File: src/rtl/tt_sweep_ctrl_if.sv
// tt_sweep_ctrl_if
// Groups the host-side start/busy/done handshake and the function-unit
// connection (x, y, s) of tt_sweep_ctrl.
//   master : host / bench side. Drives start, abort, expected and the unit output s.
//   slave  : the sweep controller. Drives x, y, busy, done, table_o, match, first_err.
interface tt_sweep_ctrl_if;
    logic       start;
    logic       abort;
    logic [3:0] expected;
    logic       s;
    logic       x;
    logic       y;
    logic       busy;
    logic       done;
    logic [3:0] table_o;
    logic       match;
    logic [1:0] first_err;

    modport master (
        output start, abort, expected, s,
        input  x, y, busy, done, table_o, match, first_err
    );

    modport slave (
        input  start, abort, expected, s,
        output x, y, busy, done, table_o, match, first_err
    );
endinterface

File: src/rtl/tt_sweep_ctrl.sv
// tt_sweep_ctrl
// Steps a 2-input combinational function unit through rows {x,y} = 0..3.
// Each row is held SETTLE cycles, then the unit output s is sampled into
// table_o[row]. At the end the captured table is compared with the golden
// table latched at start, and match / first_err are reported alongside a
// one-cycle done pulse.
// Ports:
//   clk    : rising-edge clock
//   rst_n  : asynchronous active-low reset
//   bus    : tt_sweep_ctrl_if.slave
//            in : start, abort, expected[3:0], s
//            out: x, y, busy, done, table_o[3:0], match, first_err[1:0]
// Parameter:
//   SETTLE : cycles each row is held before sampling (1..15)
module tt_sweep_ctrl #(
    parameter int unsigned SETTLE = 1
) (
    input  logic            clk,
    input  logic            rst_n,
    tt_sweep_ctrl_if.slave  bus
);

    localparam logic [3:0] LP_SETTLE = 4'(SETTLE);

    typedef enum logic [1:0] {
        ST_IDLE   = 2'd0,
        ST_SETTLE = 2'd1,
        ST_SAMPLE = 2'd2,
        ST_DONE   = 2'd3
    } state_t;

    state_t     r_state, w_state_nxt;
    logic [1:0] r_row,   w_row_nxt;
    logic [3:0] r_cnt,   w_cnt_nxt;
    logic [3:0] r_exp,   w_exp_nxt;
    logic [3:0] r_table, w_table_nxt;
    logic       r_match, w_match_nxt;
    logic [1:0] r_ferr,  w_ferr_nxt;

    logic [3:0] w_sampled;   // table with the current row's s merged in
    logic [3:0] w_diff;
    logic [1:0] w_ferr_calc;
    logic       w_busy;

    // Table as it will look after this cycle's sample edge.
    always_comb begin
        w_sampled        = r_table;
        w_sampled[r_row] = bus.s;
    end

    // Lowest differing row; 0 when the tables agree.
    always_comb begin
        w_diff = w_sampled ^ r_exp;
        if (w_diff[0])      w_ferr_calc = 2'd0;
        else if (w_diff[1]) w_ferr_calc = 2'd1;
        else if (w_diff[2]) w_ferr_calc = 2'd2;
        else if (w_diff[3]) w_ferr_calc = 2'd3;
        else                w_ferr_calc = 2'd0;
    end

    // Next-state and datapath updates.
    always_comb begin
        w_state_nxt = r_state;
        w_row_nxt   = r_row;
        w_cnt_nxt   = r_cnt;
        w_exp_nxt   = r_exp;
        w_table_nxt = r_table;
        w_match_nxt = r_match;
        w_ferr_nxt  = r_ferr;

        case (r_state)
            ST_IDLE: begin
                // abort has priority over a simultaneous start
                if (bus.start && !bus.abort) begin
                    w_state_nxt = ST_SETTLE;
                    w_row_nxt   = 2'd0;
                    w_cnt_nxt   = LP_SETTLE;
                    w_exp_nxt   = bus.expected;
                    w_table_nxt = 4'd0;
                    w_match_nxt = 1'b0;
                    w_ferr_nxt  = 2'd0;
                end
            end

            ST_SETTLE: begin
                if (bus.abort) begin
                    w_state_nxt = ST_IDLE;
                    w_match_nxt = 1'b0;
                    w_ferr_nxt  = 2'd0;
                end else begin
                    w_cnt_nxt = r_cnt - 4'd1;
                    // <= guards against a count that somehow reached 0
                    if (r_cnt <= 4'd1) begin
                        w_state_nxt = ST_SAMPLE;
                    end
                end
            end

            ST_SAMPLE: begin
                if (bus.abort) begin
                    // no sample on the abort edge; earlier rows are kept
                    w_state_nxt = ST_IDLE;
                    w_match_nxt = 1'b0;
                    w_ferr_nxt  = 2'd0;
                end else begin
                    w_table_nxt = w_sampled;
                    if (r_row == 2'd3) begin
                        w_state_nxt = ST_DONE;
                        w_match_nxt = (w_sampled == r_exp);
                        w_ferr_nxt  = w_ferr_calc;
                    end else begin
                        w_state_nxt = ST_SETTLE;
                        w_row_nxt   = r_row + 2'd1;
                        w_cnt_nxt   = LP_SETTLE;
                    end
                end
            end

            ST_DONE: begin
                // start and abort are both ignored here
                w_state_nxt = ST_IDLE;
            end

            default: begin
                w_state_nxt = ST_IDLE;
            end
        endcase
    end

    always_ff @(posedge clk or negedge rst_n) begin
        if (!rst_n) begin
            r_state <= ST_IDLE;
            r_row   <= 2'd0;
            r_cnt   <= 4'd0;
            r_exp   <= 4'd0;
            r_table <= 4'd0;
            r_match <= 1'b0;
            r_ferr  <= 2'd0;
        end else begin
            r_state <= w_state_nxt;
            r_row   <= w_row_nxt;
            r_cnt   <= w_cnt_nxt;
            r_exp   <= w_exp_nxt;
            r_table <= w_table_nxt;
            r_match <= w_match_nxt;
            r_ferr  <= w_ferr_nxt;
        end
    end

    // Outputs decode straight from registered state, so reset clears
    // them immediately without a clock edge.
    assign w_busy        = (r_state == ST_SETTLE) || (r_state == ST_SAMPLE);
    assign bus.busy      = w_busy;
    assign bus.done      = (r_state == ST_DONE);
    assign bus.x         = w_busy & r_row[1];
    assign bus.y         = w_busy & r_row[0];
    assign bus.table_o   = r_table;
    assign bus.match     = r_match;
    assign bus.first_err = r_ferr;

endmodule

File: src/flat_wrapper.sv
// flat-port wrapper written by rule: the top's interface ports become plain ports
module tt_sweep_ctrl_flat 
#(
    parameter int unsigned SETTLE = 1
)
  (clk, rst_n, bus_start, bus_abort, bus_expected, bus_s, bus_x, bus_y, bus_busy, bus_done, bus_table_o, bus_match, bus_first_err);
  tt_sweep_ctrl_if bus_i ();
  input  logic clk;
  input  logic rst_n;
  input wire logic [$bits(bus_i.start)-1:0] bus_start;
  input wire logic [$bits(bus_i.abort)-1:0] bus_abort;
  input wire logic [$bits(bus_i.expected)-1:0] bus_expected;
  input wire logic [$bits(bus_i.s)-1:0] bus_s;
  output wire logic [$bits(bus_i.x)-1:0] bus_x;
  output wire logic [$bits(bus_i.y)-1:0] bus_y;
  output wire logic [$bits(bus_i.busy)-1:0] bus_busy;
  output wire logic [$bits(bus_i.done)-1:0] bus_done;
  output wire logic [$bits(bus_i.table_o)-1:0] bus_table_o;
  output wire logic [$bits(bus_i.match)-1:0] bus_match;
  output wire logic [$bits(bus_i.first_err)-1:0] bus_first_err;
  assign bus_i.start = bus_start;
  assign bus_i.abort = bus_abort;
  assign bus_i.expected = bus_expected;
  assign bus_i.s = bus_s;
  assign bus_x = bus_i.x;
  assign bus_y = bus_i.y;
  assign bus_busy = bus_i.busy;
  assign bus_done = bus_i.done;
  assign bus_table_o = bus_i.table_o;
  assign bus_match = bus_i.match;
  assign bus_first_err = bus_i.first_err;
  tt_sweep_ctrl #(.SETTLE(SETTLE)) u_core (.clk(clk), .rst_n(rst_n), .bus(bus_i));
endmodule
File: config.mk
export PLATFORM = sky130hd
export DESIGN_NAME = tt_sweep_ctrl_flat
export DESIGN_NICKNAME = d
export VERILOG_FILES = /design/src/rtl/tt_sweep_ctrl_if.sv /design/src/rtl/tt_sweep_ctrl.sv /design/src/flat_wrapper.sv
export SDC_FILE = /design/constraint.sdc
export NUM_CORES = 1
export LEC_CHECK = 0
export ABC_CLOCK_PERIOD_IN_PS = 3200
export CAP_MARGIN = 40
export CORE_UTILIZATION = 57
export CTS_BUF_LIST = sky130_fd_sc_hd__clkbuf_4 sky130_fd_sc_hd__clkbuf_8
export CTS_CLUSTER_DIAMETER = 200
export DETAILED_ROUTE_END_ITERATION = 8
export GPL_TIMING_DRIVEN = 0
export PLACE_DENSITY = 0.84
export SYNTH_ARGS = -nofsm -noshare
export SYNTH_HDL_FRONTEND = slang
export SYNTH_SLANG_ARGS = --single-unit
File: constraint.sdc
create_clock -name clk -period 3.2 [get_ports clk]
set_clock_uncertainty 0.2 [all_clocks]
set_input_delay 0.64 -clock clk [delete_from_list [all_inputs] [get_ports clk]]
set_output_delay 0.64 -clock clk [all_outputs]
set_load 0.01 [all_outputs]
==> summary.md <==
0 antenna diodes ended up in the layout. Traced cell by cell, the critical path runs through inv_1 -> ha_1 -> and2_1 -> clkdlybuf4s50_1. The required time of the critical path was 2360 ps; the synthesized area divided by synthesized cell count was 10.4 um2.

The die area came out at 0.00238 mm2. The clock edge transition at the registers on the reported setup and hold paths was 100 ps. Count of flip-flops with a built-in enable after synthesis: 0.

At the later pin of the worst-skew pair, clock insertion delay measures 290 ps. For this design the ratio of total power to cell area is 669 mW/mm2. The first global-routing pass estimated 4060 um of wire. For the total routing usage reported by global routing, the log shows 0.220.

Async set or reset register ratio after synthesis: 1.00. The internal cell power came out at 0.626 mW. Entering global routing, the biggest net connects 19 pins.

The first-pass iteration count of the detailed router was 4; the number of levels in the clock H-tree was 1. The count of unique library cells instantiated by Yosys came out at 38. Summed over all cells, the static leakage comes to 0.641 nW. In this run the worst hold path is classified as reg -> reg. The final hold violation count is 0.

The post-synthesis share of cell area spent on xor and xnor gates was 0.0280; the simple-gate area share of the yosys netlist was 0.134. The final setup slack of the worst path is 583 ps, and the number of global-route vias before repair is 959. The startpoint type of the worst setup path was a flop.

Before CTS, the worst setup slack after placement is 582 ps. By area, the combinational part of the netlist is dominated by compound AO/OA/AOI/OAI gates. In this run the critical register-to-register path is captured at u_core.r_cnt[3]$_DFFE_PN0P_. The logs give 297 ps for the worst hold slack across all endpoints and 2320 um for the wire length after detailed routing. The arithmetic-cell share of the synthesized area counting full adders, half adders and majority gates works out to 0.110.

Top cell type's share of synthesized area: 0.380. The origin of the critical flop-to-flop path was u_core.r_state[1]$_DFFE_PN0P_. The max-cap violation count is 0, and the total net switching power is 0.384 mW.

The master of the slowest instance on the critical path is sky130_fd_sc_hd__clkdlybuf4s50_1. The worst hold path cell count was 1; the CTS sink count was 19. In the layout the commonest cells are sky130_fd_sc_hd__dfrtp_1, sky130_fd_sc_hd__clkdlybuf4s50_1, sky130_fd_sc_hd__inv_1, sky130_fd_sc_hd__ha_1, sky130_fd_sc_hd__nand2_1.

Setup total negative slack on the finished layout was measured at 0 ps. Post-route clock period utilization: 0.818. The part of the power in the clock network was 0.126. Setup violations remaining at the end of the flow were counted as 0. The multiplexer share of the synthesized area was 0.105; the largest incremental delay on the critical path was 530 ps. The library cell used most frequently in the layout, excluding fill and tap cells, is sky130_fd_sc_hd__dfrtp_1. Along the worst path, the maximum fanout reaches 4. For the worst setup path, the data arrival time is 1780 ps. The violation count after the first detailed-route iteration was 7; the total DRC errors in the routed layout was 0. The setup slack on the worst flop-to-flop path is 1050 ps. The floorplan step defined a core boundary enclosing 0.00200 mm2. Gates resized during post-CTS repair numbered 0. In this run the post-CTS setup repair buffer count came out at 0. The run finished with clean final reports. The worst setup path is of the reg -> out kind.

The deepest clock path buffer count came out at 2. Fill cells in the final layout number 151. For the final RePlAce weighted congestion, the log shows 0.811. Counting every net in the synthesized netlist gives 140. The worst register-to-register path has a depth of 7.

The primary flip-flop cell chosen by synthesis mapping is sky130_fd_sc_hd__dfrtp_1. The largest voltage drop on the vdd net is 0.517 mV. The logic gate share of total power was 0.510.

The sink of the worst hold path was u_core.bus.first_err[1]$_DFFE_PN0P_. The synthesized design contains 19 register bits. Summing over every cut layer, the via total after detailed routing is 951. For the pin with the worst max-slew slack, the measured transition is 496 ps. The total placed cells including tap cells was 166; the timing-limited maximum frequency was 382 MHz. After the flow finishes, the layout carries non-filler instances totaling 170. Area of the mapped netlist: 0.00125 mm2. The total clock buffers created by CTS is 3. The die is 48.8 um tall. In this run the tool buffered the top-level ports with 18 buffer cells. The Yosys step of the flow raised 0 warnings. The initial core utilization was 0.624; the number of core rows was 16. Cell chosen for the clock root: sky130_fd_sc_hd__clkbuf_4. In this run, post-CTS hold repair placed 0 buffers.

The number of antenna violations at the first check in global routing is 0, and the minimum clock period is 2620 ps. The sequential fraction of the synthesis area was 0.380; the area growth from synthesis to layout was 20.7%. The width of the chip came out at 48.8 um.

By area the synthesized netlist is led by sky130_fd_sc_hd__dfrtp_1, sky130_fd_sc_hd__ha_1, sky130_fd_sc_hd__mux2_2, sky130_fd_sc_hd__mux2i_1, sky130_fd_sc_hd__a22o_1. For the count of boundary I/O pins, the log shows 20. The cell type with the largest total area after synthesis was sky130_fd_sc_hd__dfrtp_1.

The share of cells above drive strength 1 works out to 0.147. The tools report the post-DP HPWL as 1760 um. Setup repair after global routing left no endpoint under its margin. The run gives 0 as the number of max-slew violations in the final report. Dividing the detail-routed wire length by the instance count gives 13.6 um.

The share of the synthesized area in compound gates (AO/OA/AOI/OAI) was 0.186; the total overflow reported by the global router was 0. The part of the power in registers came out at 0.364. Instance count of the mapped netlist: 120. The startpoint of the most critical hold path was u_core.bus.first_err[1]$_DFFE_PN0P_. The number of nets in the layout came out at 164. TritonCTS built the clock tree. Dividing the detail-routed via count by the number of cells gives 5.59. The endpoint type of the worst setup path is a primary output.

The switching power as a share of total power works out to 0.380. The relative slew slack is 0.669. The count of nets left with antenna violations once routing finished came out at 0.
[flip-flops by register name, summed over array words and instances, names as in the netlist]
name,cells
u_core.r_exp,4
u_core.bus.match,1
u_core.r_row,2
u_core.bus.first_err,2
u_core.r_cnt,4
u_core.bus.table_o,4
u_core.r_state,2
[synthesized netlist by cell type (2+ instances only)]
| cell type | count |
|---|---|
| sky130_fd_sc_hd__o22ai_1 | 4 |
| sky130_fd_sc_hd__o2bb2ai_1 | 3 |
| sky130_fd_sc_hd__xnor2_1 | 2 |
| sky130_fd_sc_hd__nand2_1 | 9 |
| sky130_fd_sc_hd__xor2_1 | 2 |
| sky130_fd_sc_hd__nor2_1 | 2 |
| sky130_fd_sc_hd__o21ai_0 | 4 |
| sky130_fd_sc_hd__o21a_1 | 2 |
| sky130_fd_sc_hd__dfrtp_1 | 19 |
| sky130_fd_sc_hd__inv_1 | 11 |
| sky130_fd_sc_hd__a22o_1 | 5 |
| sky130_fd_sc_hd__ha_1 | 11 |
| sky130_fd_sc_hd__or2_2 | 2 |
| sky130_fd_sc_hd__a21oi_1 | 3 |
| sky130_fd_sc_hd__and2_1 | 2 |
| sky130_fd_sc_hd__mux2i_1 | 5 |
| sky130_fd_sc_hd__buf_2 | 2 |
| sky130_fd_sc_hd__nand3_1 | 3 |
| sky130_fd_sc_hd__mux2_2 | 6 |
| sky130_fd_sc_hd__a32o_1 | 2 |
| sky130_fd_sc_hd__nand3b_1 | 3 |
| sky130_fd_sc_hd__clkbuf_1 | 2 |
[cell type report]
| type | instances | area (um2) | share of cell area |
|---|---|---|---|
| buffer | 5 | 28.8 | 0.0191 |
| clock buffer | 4 | 30.0 | 0.0199 |
| inverter | 11 | 41.3 | 0.0274 |
| multi-input combinational | 85 | 704 | 0.467 |
| sequential | 19 | 475 | 0.315 |
| tap | 27 | 33.8 | 0.0224 |
| timing repair buffer | 19 | 195 | 0.129 |
[worst max-delay path by stage]
stage	start	endpoint	depth (start not counted)
after floorplan	u_core.r_state[1]$_DFFE_PN0P_	u_core.r_cnt[3]$_DFFE_PN0P_	7
after global placement	bus_abort	u_core.bus.match$_DFFE_PN0P_	5
after detailed placement	bus_abort	u_core.bus.match$_DFFE_PN0P_	5
after CTS	u_core.r_state[1]$_DFFE_PN0P_	bus_x	4
after global routing	u_core.r_state[1]$_DFFE_PN0P_	bus_x	4
final	u_core.r_state[1]$_DFFE_PN0P_	bus_x	4
[cell families (layout without fill, tap and decap cells)]
logic type,Yosys count,count (layout)
fa+ha+maj,11,11
buf+inv,16,39
xor+xnor,4,4
flops,19,19
simple gates,29,29
mux,12,12
compound gates,29,29
[power by group through the flow]
stage / sequential, mW / combinational, mW / clock [mW]
2_1_floorplan: 0.358 / 0.390 / 0
3_3_place_gp: 0.367 / 0.493 / 0
3_5_place_dp: 0.371 / 0.516 / 0
4_1_cts: 0.367 / 0.519 / 0.133
5_1_grt: 0.377 / 0.580 / 0.144
6_report: 0.367 / 0.515 / 0.128
[metrics by stage]
step / util / power, mW / instance area (um2)
floorplan: - / 0.748 / 1250
global placement: 0.731 / 0.860 / 1460
detailed placement: 0.739 / 0.887 / 1480
CTS: 0.754 / 1.02 / 1510
global route: 0.754 / 1.10 / 1510
finish: 0.754 / 1.01 / 1510
[worst max-delay path, delay by kind of cell, from the launching register on]
family / cells / cell delay, ps
and+or+nand+nor: 1 / 130
DFF: 1 / 410
adders and majority gates: 1 / 320
buffers and inverters: 2 / 630
[metal layers]
metal  share of wire  track usage  wire, um
met5               0            0         0
met4               0       0.0686         0
met3           0.024       0.0405        56
met2            0.50        0.373      1160
met1            0.48        0.283      1100
Power figures use the tool's default switching activity.
